==> src/rtl/caravel_clock_ctrl.sv <==
// caravel_clock_ctrl: sequences a core clock reconfiguration so the clocking
// block never runs from an unstable PLL or sees a divider change on a live source.
// Order: park on external clock, start/stabilise the PLL, program the dividers,
// then switch to the target source. Runs on core_clk, which may change
// frequency during the sequence; each settle wait absorbs the switchover.
// Optional feature macro: CLK_CTRL_LOCK_TIMEOUT_EN adds pll_lock/err and
// replaces the fixed PLL wait with lock-or-timeout.
module caravel_clock_ctrl #(
  parameter int PLL_WAIT_CYCLES = 1024,
  parameter int SETTLE_CYCLES   = 16,
  parameter int CNT_W           = 12,
  parameter int TIMEOUT_CYCLES  = 4095
) (
  input  logic       core_clk,
  input  logic       resetb,
  input  logic       req_valid,
  output logic       req_ready,
  input  logic       req_ext_sel,
  input  logic [2:0] req_sel,
  input  logic [2:0] req_sel2,
  output logic       ext_clk_sel,
  output logic [2:0] sel,
  output logic [2:0] sel2,
  output logic       pll_ena,
  output logic       busy,
  output logic       done
`ifdef CLK_CTRL_LOCK_TIMEOUT_EN
  ,
  input  logic       pll_lock,
  output logic       err
`endif
);

`ifdef CLK_CTRL_LOCK_TIMEOUT_EN
  localparam bit LOCK_EN = 1'b1;
`else
  localparam bit LOCK_EN = 1'b0;
`endif

  // PLL_WAIT bound: lock timeout when the lock input exists, fixed wait otherwise
  localparam int              WAIT_N    = LOCK_EN ? TIMEOUT_CYCLES : PLL_WAIT_CYCLES;
  localparam logic [CNT_W-1:0] SETTLE_LD = CNT_W'(SETTLE_CYCLES - 1);
  localparam logic [CNT_W-1:0] WAIT_LD   = CNT_W'(WAIT_N - 1);
  localparam logic [CNT_W-1:0] CNT_ONE   = CNT_W'(1);

  typedef enum logic [2:0] {
    IDLE, PARK, PLL_WAIT, DIV, SWITCH, DONE
  } state_t;

  state_t           state;
  logic [CNT_W-1:0] cnt;
  logic             pll_stable;
  logic             t_ext;
  logic [2:0]       t_sel, t_sel2;

  // Sequencer: every output is set on the edge that enters its state, so each
  // wait state is loaded with N-1 and held exactly N cycles.
  always_ff @(posedge core_clk) begin
    if (!resetb) begin
      state       <= IDLE;
      cnt         <= '0;
      ext_clk_sel <= 1'b1;
      sel         <= 3'd0;
      sel2        <= 3'd0;
      pll_ena     <= 1'b0;
      pll_stable  <= 1'b0;
      done        <= 1'b0;
      req_ready   <= 1'b1;
      busy        <= 1'b0;
      t_ext       <= 1'b1;
      t_sel       <= 3'd0;
      t_sel2      <= 3'd0;
`ifdef CLK_CTRL_LOCK_TIMEOUT_EN
      err         <= 1'b0;
`endif
    end else begin
      done <= 1'b0;
      case (state)
        IDLE: begin
          if (req_valid) begin
            t_ext       <= req_ext_sel;
            t_sel       <= req_sel;
            t_sel2      <= req_sel2;
            state       <= PARK;
            cnt         <= SETTLE_LD;
            ext_clk_sel <= 1'b1;
            req_ready   <= 1'b0;
            busy        <= 1'b1;
`ifdef CLK_CTRL_LOCK_TIMEOUT_EN
            err         <= 1'b0;
`endif
          end
        end
        PARK: begin
          if (cnt != '0) begin
            cnt <= cnt - CNT_ONE;
          end else if (!t_ext && !pll_stable) begin
            state   <= PLL_WAIT;
            cnt     <= WAIT_LD;
            pll_ena <= 1'b1;
          end else begin
            state <= DIV;
            cnt   <= SETTLE_LD;
            sel   <= t_sel;
            sel2  <= t_sel2;
          end
        end
        PLL_WAIT: begin
`ifdef CLK_CTRL_LOCK_TIMEOUT_EN
          if (pll_lock) begin
            pll_stable <= 1'b1;
            state      <= DIV;
            cnt        <= SETTLE_LD;
            sel        <= t_sel;
            sel2       <= t_sel2;
          end else if (cnt == '0) begin
            // No lock: fall back to the external clock for the rest of the sequence
            err     <= 1'b1;
            t_ext   <= 1'b1;
            pll_ena <= 1'b0;
            state   <= DIV;
            cnt     <= SETTLE_LD;
            sel     <= t_sel;
            sel2    <= t_sel2;
          end else begin
            cnt <= cnt - CNT_ONE;
          end
`else
          if (cnt != '0) begin
            cnt <= cnt - CNT_ONE;
          end else begin
            pll_stable <= 1'b1;
            state      <= DIV;
            cnt        <= SETTLE_LD;
            sel        <= t_sel;
            sel2       <= t_sel2;
          end
`endif
        end
        DIV: begin
          if (cnt != '0) begin
            cnt <= cnt - CNT_ONE;
          end else begin
            state       <= SWITCH;
            cnt         <= SETTLE_LD;
            ext_clk_sel <= t_ext;
            if (t_ext) begin
              pll_ena    <= 1'b0;
              pll_stable <= 1'b0;
            end
          end
        end
        SWITCH: begin
          if (cnt != '0) begin
            cnt <= cnt - CNT_ONE;
          end else begin
            state <= DONE;
            done  <= 1'b1;
          end
        end
        DONE: begin
          state     <= IDLE;
          req_ready <= 1'b1;
          busy      <= 1'b0;
        end
        default: begin
          state     <= IDLE;
          req_ready <= 1'b1;
          busy      <= 1'b0;
        end
      endcase
    end
  end

endmodule
==> config.mk <==
export PLATFORM = sky130hd
export DESIGN_NAME = caravel_clock_ctrl
export DESIGN_NICKNAME = d
export VERILOG_FILES = /design/src/rtl/caravel_clock_ctrl.sv
export SDC_FILE = /design/constraint.sdc
export NUM_CORES = 1
export LEC_CHECK = 0
export CORE_MARGIN = 2
export CORE_UTILIZATION = 55
export CTS_CLUSTER_SIZE = 12
export DETAILED_ROUTE_END_ITERATION = 6
export DONT_BUFFER_PORTS = 1
export GPL_TIMING_DRIVEN = 0
export HOLD_SLACK_MARGIN = 0.15
export PLACE_DENSITY = 0.77
export SLEW_MARGIN = 5
export SYNTH_ARGS = -nofsm -noshare
export SYNTH_HDL_FRONTEND = slang
export SYNTH_SLANG_ARGS = --single-unit
export TNS_END_PERCENT = 50
==> constraint.sdc <==
create_clock -name core_clk -period 3.67 [get_ports core_clk]
set_input_delay 0.367 -clock core_clk [delete_from_list [all_inputs] [get_ports core_clk]]
set_output_delay 0.367 -clock core_clk [all_outputs]
set_load 0.02 [all_outputs]
; ---- Yosys cells after proc, flatten, opt, wreduce, memory -nomap -nowiden
; Index checks and enable logic that the tools add are counted.
[word_totals]
rom_bits = 0
reg_bits = 34
output_inout_bits = 11
mem_count = 0
ramBits = 0
latchBits = 0
[op_classes]
muxes = 35
shifts = 0
n_reduce_logical = 21
n_eq_ne = 13
div_mod_pow = 0
addsub = 1
order_cmp = 0
n_bitwise = 1
mul = 0
[op_table]
columns = op, n
row1 = two-way mux 12 bit, 4
row2 = one-hot mux 12 bit (4 select lines), 1
row3 = two-way mux 3 bit, 11
row4 = "!= test 2 bit, second input constant", 9
row5 = one-hot mux 3 bit (5 select lines), 1
row6 = one-hot mux 3 bit (2 select lines), 2
row7 = nonzero test 12 bit, 1
row8 = "subtractor 12 x 1 -> 12 bit, second input constant", 1
row9 = two-way mux 1 bit, 10
row10 = two-way mux 10 bit, 1
row11 = one-hot mux 1 bit (2 select lines), 5
row12 = AND reduction 5 bit, 2
row13 = AND reduction 4 bit, 2
row14 = nonzero test 2 bit, 4
row15 = "== test 3 x 2 -> 1 bit, second input constant", 2
row16 = AND reduction 2 bit, 3
row17 = AND reduction 3 bit, 2
row18 = nonzero test 4 bit, 1
row19 = OR reduction 4 bit, 1
row20 = "== test 3 x 1 -> 1 bit, second input constant", 1
row21 = "== test 3 bit, second input constant", 1
row22 = logical NOT 3 bit, 1
row23 = logical NOT 1 bit, 2
row24 = OR reduction 2 bit, 1
row25 = other kinds (2), 2

; ---- Longest topological paths before layout
[depth]
word_depth = 5
mapped_depth = 8
mapped_depth_nobuf = 7

; ---- Worst setup path after synthesis
; Ideal clock, no wire load.
[synth_timing]
path_kind = register to register
start = reg cnt[4]
end = reg cnt[11]
synth_period_minus_slack_ns = 1.891
stages_incl_launch_ff = 7
setup_slack_ns = 1.779
setup_time_ns = 0.091
arrival_time_ns = 1.800
path_cell_list = dfxtp_1 buf_6 or4_4 or4_4 nor2_2 a21oi_1 a311oi_1
[synth_between]
elab_chain_cells = 3
word_cells_on_any_way = 8
[synth_rtl]
columns = item, line
row1 = "start, declared", 51  ; logic [CNT_W-1:0] cnt;
row2 = "start signal, assigned", 96  ; cnt <= cnt - CNT_ONE;
row3 = "start signal, assigned", 130  ; cnt <= cnt - CNT_ONE;
row4 = "start signal, assigned", 142  ; cnt <= cnt - CNT_ONE;
row5 = subtractor 12 x 1 -> 12 bit or nonzero test 12 bit (tied branches), --
row6 = two-way mux 12 bit (tied with other cells), 154  ; if (cnt != '0) begin
row7 = one-hot mux 12 bit (4 select lines) or AND reduction 3 bit (tied branches), --
; Parallel ways exist; a longest one is shown, timed or not. The select of a mux whose other input is x is not followed.
; A chain may end at the register's enable or synchronous reset.

; ---- Final worst setup path
[layout_timing]
start = reg cnt[8]
end = reg cnt[8]
; Same word-level chain as after synthesis.

==> impl_metrics.env <==
export IMPL_route_vias_total=1613
export IMPL_peakVddDrop_mv=0.379
export IMPL_crit_path_start_kind="flop"
export IMPL_netlist_instances=206
export IMPL_io_pins=21
export IMPL_area_growth_synth_to_final_pct=12.9
export IMPL_yosys_area_share_xor_xnor_pct=1.04
export IMPL_fmax_ghz=0.448
export IMPL_clock_path_buffers=2
export IMPL_grt_pass1_wl_mm=6.29
export IMPL_synth_edff_count=0
export IMPL_ys_flop_type="dfxtp_1"
export IMPL_p_per_area_mw_per_mm2=574
export IMPL_layout_drive_gt1_share_pct=12.2
export IMPL_htree_levels=2
export IMPL_slew_headroom_pct=52.9
export IMPL_synth_cell_area_mm2=0.00168
export IMPL_core_rowCount=20
export IMPL_synthAdderAreaFrac_pct=1.49
export IMPL_grt_max_degree=13
export IMPL_drv_cap=0
export IMPL_avgSynthCellArea_um2=8.17
export IMPL_drv_slew=0
export IMPL_cts_sinks=34
export IMPL_synth_top_cell_area_share_pct=40.4
export IMPL_dieArea_mm2=0.00352
export IMPL_gp_congestion=0.913
export IMPL_worstHoldPathType="in -> reg"
export IMPL_synthSimpleGateAreaFrac_pct=23.4
export IMPL_start_util_pct=56.5
export IMPL_arrival_ps=2470
export IMPL_layout_nets=232
export IMPL_ant_nets=0
export IMPL_cts_tree="built"
export IMPL_port_buffers=0
export IMPL_wirelength_mm=3.91
export IMPL_setup_viol=0
export IMPL_period_needed_ps=2230
export IMPL_final_cell_count_no_fill=254
export IMPL_fin_skew_ps=6.38
export IMPL_synth_most_common_cell="dfxtp_1"
export IMPL_path_clk_slew_ps=100
export IMPL_synth_area_leader_cell="dfxtp_1"
export IMPL_numCtsBuffers=5
export IMPL_finalCritPeriodShare_pct=60.9
export IMPL_synth_area_mux_share_pct=4.24
export IMPL_ys_seq_elements=34
export IMPL_via_per_inst=6.35
export IMPL_status="finished clean"
export IMPL_worstPathMaxFanout=7
export IMPL_dieWidth_um=59.3
export IMPL_drt_iter0_markers=134
export IMPL_syn_nets=218
export IMPL_drc=0
export IMPL_rsz0062_at_grt="false"
export IMPL_synthTopCellsByArea="dfxtp_1 40%, a21oi_1 6.2%, nand2_1 5.4%"
export IMPL_globalRouteTotalUtil_pct=23.6
export IMPL_cp_end_kind="flop"
export IMPL_place_inst=239
export IMPL_grt_ovfl_total=0
export IMPL_synth_compound_area_share_pct=23.9
export IMPL_clk_latency_ps=340
export IMPL_diodes=0
export IMPL_firstDrtPassIters=4
export IMPL_ys_seq_area_share_pct=40.4
export IMPL_core_area_mm2=0.00298
export IMPL_clock_root_buffer="clkbuf_4"
export IMPL_worst_pin_slew_ps=704
export IMPL_worstSetupPathType="reg -> reg"
export IMPL_grt_antenna_before_repair=0
export IMPL_final_hold_viol_count=0
export IMPL_ys_warn_count=0
export IMPL_drt_wirelength_per_cell_um=15.4
export IMPL_cp_required_ps=3910
export IMPL_grt_pass1_vias=1408
export IMPL_setup_tns_ps=0
export IMPL_async_reset_ff_share_pct=0
export IMPL_die_h_um=59.3
export IMPL_p_leak_uw=0.000748
export IMPL_hpwl_mm=2.70
export IMPL_synthTopCellsByCount="34 x dfxtp_1, 24 x nand2_1, 21 x a21oi_1, 21 x nor2_1, 11 x o21ai_0"
export IMPL_synth_top_family_by_area="compound AO/OA/AOI/OAI gates"
export IMPL_cts_resized=0
export IMPL_synth_distinct_cells=48
## path summary, 6_finish.rpt
| check | from | slack, ps | depth (start not counted) | end |
|---|---|---|---|---|
| max | cnt[8] | 1440 | 5 | cnt[8] |
| max reg2reg | cnt[8] | 1440 | 5 | cnt[8] |
| min reg2reg | t_sel[1] | 460 | 2 | t_sel[1] |
| min | req_valid | 290 | 4 | busy |
## critical path, stage by stage (launching register included)
cell and delay [ps]:
dfxtp_1 390, nor4_2 480, nand4_1 360, a22oi_1 460
nor4_1 110, a311o_1 330
## registers in the layout, indices dropped and copies added, names as in the netlist
register	count
t_sel2	3
busy	1
state	3
ext_clk_sel	1
sel	3
req_ready	1
pll_ena	1
t_sel	3
done	1
t_ext	1
sel2	3
cnt	12
pll_stable	1
## cell type report
cell class              instances  area, um^2
fillers                       251        1080
multi-input cells             152         911
flip-flops and latches         34         681
repair buffers                  7        70.1
clock inverters                 3        68.8
plain buffers                  13        65.1
well taps                      33        41.3
clock buffers                   5        37.5
inverters                       7        26.3
## layer usage
metal	track usage, %	share of wire (%)	vias up
li1	-	-	778
met1	30.1	42	755
met2	36.4	48	65
met3	6.55	7.3	15
met4	12.0	2.6	0
met5	0	0	-
## cell families after synthesis
kind of cell,Yosys count
AND/OR/NAND/NOR,78
XOR/XNOR,2
adder cells (fa/ha/maj),2
flip-flops,34
buffers and inverters,20
multiplexers,7
AO/OA/AOI/OAI,63
## power breakdown
| part | switching, uW | internal (uW) | leakage [uW] |
|---|---|---|---|
| combinational | 177 | 121 | 0.000415 |
| clock | 134 | 213 | 0.0000554 |
| sequential | 42.2 | 404 | 0.000278 |
| total | 353 | 738 | 0.000748 |
## per-stage QoR
step | area, um^2 | utilization (%) | hold slack [ps] | setup WS (ps) | power [uW]
after global placement | 1720 | 57.9 | 442 | 1540 | 724
final | 1900 | 63.8 | 286 | 1440 | 1090
after CTS | 1900 | 63.8 | 287 | 1500 | 1090
after floorplan | 1680 | - | 436 | 1780 | 675
after global routing | 1900 | 63.8 | 302 | 1280 | 1150
after detailed placement | 1720 | 57.9 | 449 | 1530 | 737
## cells in the final DEF, fill, tap and decap left out, types with 6 or more instances in the layout
cell	synthesis	final
a21oi_1	21	21
mux2i_1	6	6
nor2_1	21	21
dlygate4sd3_1	0	7
clkbuf_1	7	7
inv_1	7	7
o21ai_0	11	11
dfxtp_1	34	34
nand2_1	24	24
a31oi_1	7	7
## what timing repair did
item	4_1_cts	5_1_grt
endpoints found under the hold margin	7	0
hold buffers	7	0
buffers inserted	0	0
(Power assumes the default switching activity.)
